--- src/rtl/multicycle_cpu.sv ---
// ---------------------------------------------------------------------------
// multicycle_cpu
//
// Multi-cycle MIPS-subset core. A single FSM steps each instruction through
// FETCH / DECODE / EXEC / MEM / WB and shares one memory port between
// instruction fetch and data access. Every memory transaction uses a
// req/ready handshake, so the memory may insert any number of wait states.
// The core contains its own register file, ALU and program counter.
//
// Supported instructions:
//   R-type add/sub/and/or/slt, lw, sw, beq, addi, j, HALT (opcode 0x3F).
//   Any other opcode or funct sets error and stops the core in HALT.
//
// Parameters:
//   ADDR_WIDTH - byte address width of the PC and mem_addr (8..32)
//   RESET_PC   - PC value loaded on reset and on start
//   NUM_REGS   - number of architectural registers (power of two, 2..32);
//                register fields are reduced modulo NUM_REGS
//
// Ports:
//   clock         in   system clock, all state changes on the rising edge
//   reset         in   synchronous, active-high reset
//   start         in   pulse in IDLE to begin execution at RESET_PC
//   mem_req       out  memory request valid
//   mem_we        out  1 = write, 0 = read (valid with mem_req)
//   mem_addr      out  word-aligned byte address
//   mem_wdata     out  store data
//   mem_rdata     in   read data, valid while mem_ready is high
//   mem_ready     in   transaction completes on an edge with mem_req && mem_ready
//   pc_out        out  current PC
//   busy          out  high in every state except IDLE and HALT
//   halted        out  high in HALT
//   error         out  sticky; illegal instruction or misaligned access
//
// Optional feature (macro MULTICYCLE_CPU_PERF_EN):
//   cycle_count   out  number of busy cycles since reset/start
//   instr_retired out  number of completed instructions since reset/start
// ---------------------------------------------------------------------------
module multicycle_cpu #(
    parameter int                    ADDR_WIDTH = 32,
    parameter logic [ADDR_WIDTH-1:0] RESET_PC   = '0,
    parameter int                    NUM_REGS   = 32
) (
    input  logic                  clock,
    input  logic                  reset,
    input  logic                  start,
    output logic                  mem_req,
    output logic                  mem_we,
    output logic [ADDR_WIDTH-1:0] mem_addr,
    output logic [31:0]           mem_wdata,
    input  logic [31:0]           mem_rdata,
    input  logic                  mem_ready,
    output logic [ADDR_WIDTH-1:0] pc_out,
    output logic                  busy,
    output logic                  halted,
    output logic                  error
`ifdef MULTICYCLE_CPU_PERF_EN
    ,
    output logic [31:0]           cycle_count,
    output logic [31:0]           instr_retired
`endif
);

    localparam int REG_IDX_W = (NUM_REGS > 1) ? $clog2(NUM_REGS) : 1;

    localparam logic [5:0] OP_RTYPE = 6'h00;
    localparam logic [5:0] OP_J     = 6'h02;
    localparam logic [5:0] OP_BEQ   = 6'h04;
    localparam logic [5:0] OP_ADDI  = 6'h08;
    localparam logic [5:0] OP_LW    = 6'h23;
    localparam logic [5:0] OP_SW    = 6'h2B;
    localparam logic [5:0] OP_HALT  = 6'h3F;

    localparam logic [5:0] F_ADD = 6'h20;
    localparam logic [5:0] F_SUB = 6'h22;
    localparam logic [5:0] F_AND = 6'h24;
    localparam logic [5:0] F_OR  = 6'h25;
    localparam logic [5:0] F_SLT = 6'h2A;

    typedef enum logic [2:0] {
        S_IDLE,
        S_FETCH,
        S_DECODE,
        S_EXEC,
        S_MEM,
        S_WB,
        S_HALT
    } state_t;

    state_t state;
    state_t next_state;

    logic [ADDR_WIDTH-1:0] pc;
    logic [31:0]           ir;
    logic [31:0]           a_reg;
    logic [31:0]           b_reg;
    logic [31:0]           imm_ext;
    logic [31:0]           alu_out;
    logic [31:0]           mdr;
    logic [31:0]           regfile [0:NUM_REGS-1];

    logic [5:0]            opcode;
    logic [5:0]            funct;
    logic [REG_IDX_W-1:0]  rs_idx;
    logic [REG_IDX_W-1:0]  rt_idx;
    logic [REG_IDX_W-1:0]  rd_idx;
    logic [REG_IDX_W-1:0]  wb_idx;
    logic [31:0]           wb_data;

    logic [31:0]           alu_result;
    logic                  funct_ok;
    logic                  exec_fault;
    logic [31:0]           br_offset;
    logic [31:0]           pc_ext;
    logic [31:0]           jump_target;

    // Instruction fields. Register numbers keep only the low bits so that
    // a smaller register file aliases the 5-bit fields modulo NUM_REGS.
    assign opcode = ir[31:26];
    assign funct  = ir[5:0];
    assign rs_idx = ir[21 +: REG_IDX_W];
    assign rt_idx = ir[16 +: REG_IDX_W];
    assign rd_idx = ir[11 +: REG_IDX_W];

    assign wb_idx  = (opcode == OP_RTYPE) ? rd_idx : rt_idx;
    assign wb_data = (opcode == OP_LW) ? mdr : alu_out;

    // Branch offset is the word offset scaled to bytes; the jump keeps the
    // top nibble of the (already incremented) PC, computed at 32 bits and
    // then truncated to the address width.
    assign br_offset   = {imm_ext[29:0], 2'b00};
    assign pc_ext      = 32'(pc);
    assign jump_target = {pc_ext[31:28], ir[25:0], 2'b00};

    assign pc_out = pc;
    assign busy   = (state != S_IDLE) && (state != S_HALT);
    assign halted = (state == S_HALT);

    // ALU and instruction legality. Non-R-type instructions always add the
    // sign-extended immediate, which serves both addi and the lw/sw address.
    always_comb begin
        alu_result = a_reg + imm_ext;
        funct_ok   = 1'b1;
        exec_fault = 1'b0;
        if (opcode == OP_RTYPE) begin
            case (funct)
                F_ADD:   alu_result = a_reg + b_reg;
                F_SUB:   alu_result = a_reg - b_reg;
                F_AND:   alu_result = a_reg & b_reg;
                F_OR:    alu_result = a_reg | b_reg;
                F_SLT:   alu_result = {31'b0, $signed(a_reg) < $signed(b_reg)};
                default: funct_ok = 1'b0;
            endcase
        end
        case (opcode)
            OP_RTYPE:                        exec_fault = !funct_ok;
            OP_LW, OP_SW:                    exec_fault = (alu_result[1:0] != 2'b00);
            OP_ADDI, OP_BEQ, OP_J, OP_HALT:  exec_fault = 1'b0;
            default:                         exec_fault = 1'b1;
        endcase
    end

    // State register.
    always_ff @(posedge clock) begin
        if (reset) begin
            state <= S_IDLE;
        end else begin
            state <= next_state;
        end
    end

    // Next-state logic and memory port drive. The port is a pure function
    // of the registered state, so a reset edge drops mem_req immediately and
    // address/data stay stable for as long as a request waits.
    always_comb begin
        next_state = state;
        mem_req    = 1'b0;
        mem_we     = 1'b0;
        mem_addr   = '0;
        mem_wdata  = '0;
        case (state)
            S_IDLE: begin
                if (start) begin
                    next_state = S_FETCH;
                end
            end
            S_FETCH: begin
                mem_req  = 1'b1;
                mem_addr = pc;
                if (mem_ready) begin
                    next_state = S_DECODE;
                end
            end
            S_DECODE: begin
                next_state = S_EXEC;
            end
            S_EXEC: begin
                if (exec_fault) begin
                    next_state = S_HALT;
                end else begin
                    case (opcode)
                        OP_RTYPE, OP_ADDI: next_state = S_WB;
                        OP_LW, OP_SW:      next_state = S_MEM;
                        OP_BEQ, OP_J:      next_state = S_FETCH;
                        default:           next_state = S_HALT;
                    endcase
                end
            end
            S_MEM: begin
                mem_req  = 1'b1;
                mem_we   = (opcode == OP_SW);
                mem_addr = alu_out[ADDR_WIDTH-1:0];
                if (opcode == OP_SW) begin
                    mem_wdata = b_reg;
                end
                if (mem_ready) begin
                    next_state = (opcode == OP_SW) ? S_FETCH : S_WB;
                end
            end
            S_WB: begin
                next_state = S_FETCH;
            end
            S_HALT: begin
                next_state = S_HALT;
            end
            default: begin
                next_state = S_IDLE;
            end
        endcase
    end

    // Datapath registers. Register 0 is never written and is also forced
    // to read as zero, so it stays zero for any NUM_REGS aliasing.
    always_ff @(posedge clock) begin
        if (reset) begin
            pc      <= RESET_PC;
            ir      <= '0;
            a_reg   <= '0;
            b_reg   <= '0;
            imm_ext <= '0;
            alu_out <= '0;
            mdr     <= '0;
            error   <= 1'b0;
            for (int i = 0; i < NUM_REGS; i++) begin
                regfile[i] <= '0;
            end
        end else begin
            case (state)
                S_IDLE: begin
                    if (start) begin
                        pc <= RESET_PC;
                    end
                end
                S_FETCH: begin
                    if (mem_ready) begin
                        ir <= mem_rdata;
                        pc <= pc + ADDR_WIDTH'(4);
                    end
                end
                S_DECODE: begin
                    a_reg   <= (rs_idx == '0) ? 32'h0 : regfile[rs_idx];
                    b_reg   <= (rt_idx == '0) ? 32'h0 : regfile[rt_idx];
                    imm_ext <= {{16{ir[15]}}, ir[15:0]};
                end
                S_EXEC: begin
                    alu_out <= alu_result;
                    if (exec_fault) begin
                        error <= 1'b1;
                    end else if ((opcode == OP_BEQ) && (a_reg == b_reg)) begin
                        pc <= pc + br_offset[ADDR_WIDTH-1:0];
                    end else if (opcode == OP_J) begin
                        pc <= jump_target[ADDR_WIDTH-1:0];
                    end
                end
                S_MEM: begin
                    if (mem_ready && (opcode == OP_LW)) begin
                        mdr <= mem_rdata;
                    end
                end
                S_WB: begin
                    if (wb_idx != '0) begin
                        regfile[wb_idx] <= wb_data;
                    end
                end
                default: begin
                end
            endcase
        end
    end

`ifdef MULTICYCLE_CPU_PERF_EN
    logic retire;

    // An instruction retires when it leaves its last state: WB, a
    // completing store in MEM, or a branch/jump leaving EXEC. HALT and
    // faulting instructions never retire.
    always_comb begin
        retire = (state == S_WB)
              || ((state == S_MEM) && mem_ready && (opcode == OP_SW))
              || ((state == S_EXEC) && !exec_fault
                  && ((opcode == OP_BEQ) || (opcode == OP_J)));
    end

    // Performance counters, cleared on reset and on an accepted start.
    always_ff @(posedge clock) begin
        if (reset || ((state == S_IDLE) && start)) begin
            cycle_count   <= '0;
            instr_retired <= '0;
        end else begin
            if (busy) begin
                cycle_count <= cycle_count + 32'd1;
            end
            if (retire) begin
                instr_retired <= instr_retired + 32'd1;
            end
        end
    end
`endif

endmodule
--- config.mk ---
export PLATFORM = sky130hd
export DESIGN_NAME = multicycle_cpu
export DESIGN_NICKNAME = d
export VERILOG_FILES = /design/src/rtl/multicycle_cpu.sv
export SDC_FILE = /design/constraint.sdc
export NUM_CORES = 2
export LEC_CHECK = 0
export CORE_UTILIZATION = 60
export DETAILED_ROUTE_END_ITERATION = 10
export PLACE_DENSITY = 0.83
export SETUP_SLACK_MARGIN = 0.2
export SLEW_MARGIN = 20
export SYNTH_ARGS = -nofsm -noshare
export SYNTH_HDL_FRONTEND = slang
export SYNTH_SLANG_ARGS = --single-unit
--- constraint.sdc ---
create_clock -name clock -period 8.5 [get_ports clock]
set_clock_uncertainty 0.1 [all_clocks]
set_input_delay 1.7 -clock clock [delete_from_list [all_inputs] [get_ports clock]]
set_output_delay 1.7 -clock clock [all_outputs]
set_load 0.05 [all_outputs]
==> results.yml <==
cells_and_area:
  largest_register_ffs: 1024
  drive_gt1_frac: 0.1914
  n_fill_cell: 7634
  layout_commonest_cell: "nor2_1"
  layout_common_cells: "1250 x nor2_1, 1024 x edfxtp_1, 640 x mux4_2"
  areaGrowthSynthToFinish_pct: 10.37
  final_cells: 7068
  fin_util: 0.6702
  design_area_um2: 75710
  largest_register: "regfile"
  fin_nets: 5652
cts:
  ctsResizeCount: 0
  clk_pin_slew_ps: 60
  clk_latency_ps: 790
  cts.sink_count: 1244
  cts_made_buffers: 132
  postCtsHoldBufs: 0
  ctsLongestPathBuffers: 3
  cts_setup_buffers: 0
  cts_root_buffer: "clkbuf_16"
  tritoncts: "built"
  cts.htree.levels: 4
synth:
  synth.distinct_cells: 80
  syn_area_um2: 68590
  synth_seq_cells: 1244
  yosysWarnings: 0
  synth-edff-count: 1024
  synth_flop_cell: "edfxtp_1"
  synthCells: 5525
  seq_area_frac_synth: 0.5125
  synthArstFlopShare: 0
  syn_avg_cell_area_um2: 12.41
pwr:
  switching_share: 0.2792
  clock_power_share: 0.387
  leakage_nw: 24.41
  p_int_mw: 10.84
  p_comb_frac: 0.144
  pwr-share-seq: 0.469
  total_power_mw: 15.04
  power.switching_mw: 4.200
  p_per_area_nw_per_um2: 198.7
  vdd_drop_max_mv: 0.2047
timing:
  max_slew_margin: 0.2061
  hold-worst-slack_ps: 370.2
  worst_pin_slew_ps: 1191
  rsz0062_at_grt: "no"
  period_share: 0.6787
  hold_viol_final: 0
  slew_viol_final: 0
  tns_ps: 0
  setup_slack_ps: 2731
  finalCriticalPeriod_ps: 5769
  clock.fmax_mhz: 173.3
  finalSetupViolCount: 0
global_route:
  antenna_found_initial: 12
  grt_util_all_layers: 0.3927
  grt_overflow: 0
  grt_max_degree: 151
  grt_pass1_vias: 51230
  grt_pass1_wl_mm: 331.4
setup_path:
  cp_max_fo: 33
  crit_type: "reg2reg"
  cp-start-kind: "register"
  worst_ep_arrival_time_ps: 5910
  worstSetupEndpointType: "register"
  crit_required_ps: 8640
routing:
  dr_total_vias: 52390
  drtPass1Iterations: 9
  finalWirelength_mm: 234.2
  viasPerCell: 7.412
  first_iter_violations: 9505
  wl_per_cell_um: 33.14
  drcViolationCount: 0
  ant_nets: 0
floorplan:
  die_x_um: 340.1
  rows: 123
  core-area_um2: 113000
  die_h_um: 340.1
  start_util: 0.6072
  die_area_um2: 115700
  ios: 137
placed_design:
  preCtsSetupSlack_ps: 3123
  placed_cell_area_um2: 71300
  place_hpwl_mm: 142.8
  placed_cells: 6817
  port_buffers: 134
  gp_congestion: 0.9762
job:
  drv_cap: 0
outcome:
  outcome: "complete, no violations"
worst_hold_path:
  min_path_type: "reg2reg"
==> critical path: stages, from the launching register on <==
cell	delay [ps]
dfxtp_1	390
or4_1	660
nor3_4	880
mux2i_1	710
nand2_1	220
nor2_1	510
nor2_1	270
nand2_1	140
buf_4	500
nand2_2	780
==> cell families after synthesis <==
logic type,synth area share
compound gates,0.06881
xor+xnor,0.01136
fa+ha+maj,0.02995
buf+inv,0.03575
flops,0.5125
mux,0.2287
other cells,0.00005467
simple gates,0.1128
==> final timing paths <==
path	startpoint	endpoint	slack (ps)	cells past startpoint
worst max-delay path	ir[29]	regfile[20][23]	2730	9
worst max register to register	ir[29]	regfile[20][23]	2730	9
worst min register to register	mdr[30]	mdr[30]	370	2
worst min-delay path	mdr[30]	mdr[30]	370	2
==> synth_stat cells (34+ instances only) <==
| cell type | instances | area share |
|---|---|---|
| nand3_1 | 43 | 0.0031 |
| mux2i_1 | 123 | 0.018 |
| clkbuf_1 | 321 | 0.018 |
| buf_2 | 93 | 0.0068 |
| ha_1 | 157 | 0.029 |
| a21oi_1 | 283 | 0.021 |
| mux4_2 | 640 | 0.21 |
| edfxtp_1 | 1024 | 0.45 |
| xnor2_1 | 64 | 0.0082 |
| dfxtp_1 | 220 | 0.064 |
| nor2_1 | 1253 | 0.069 |
| a31oi_1 | 34 | 0.0031 |
| a21o_1 | 45 | 0.0049 |
| inv_1 | 126 | 0.0069 |
| o21ai_0 | 142 | 0.010 |
| nand2_1 | 364 | 0.020 |
| nor3_1 | 74 | 0.0054 |
| buf_1 | 71 | 0.0039 |
==> power by group through the flow <==
stage / Combinational, mW / Sequential [mW] / Clock, mW
after CTS: 2.07 / 7.03 / 5.76
final: 2.17 / 7.05 / 5.82
after floorplan: 1.38 / 7.03 / 0
after global placement: 2.00 / 7.11 / 0
after global routing: 2.21 / 7.06 / 5.99
after detailed placement: 2.04 / 7.14 / 0
==> area by class of cell <==
cell class / instances / area (um2) / area share
flip-flops and latches: 1244 / 35190 / 0.4648
multi-input cells: 3697 / 31510 / 0.4162
clock buffers: 165 / 3543 / 0.04680
repair buffers: 253 / 2386 / 0.03152
well taps: 1500 / 1877 / 0.02479
clock inverters: 79 / 718.2 / 0.009486
inverters: 127 / 476.7 / 0.006297
diodes: 3 / 7.507 / 0.00009916
==> metal layers <==
layer  track usage  up-vias  share of wire
met5             0        -         0.0011
met4        0.2327       18          0.072
met3        0.1189     1257           0.15
met2        0.6197     5401           0.46
met1        0.4805    25150           0.31
li1              -    20560              -
No activity file was read; power rests on OpenSTA's default activity.
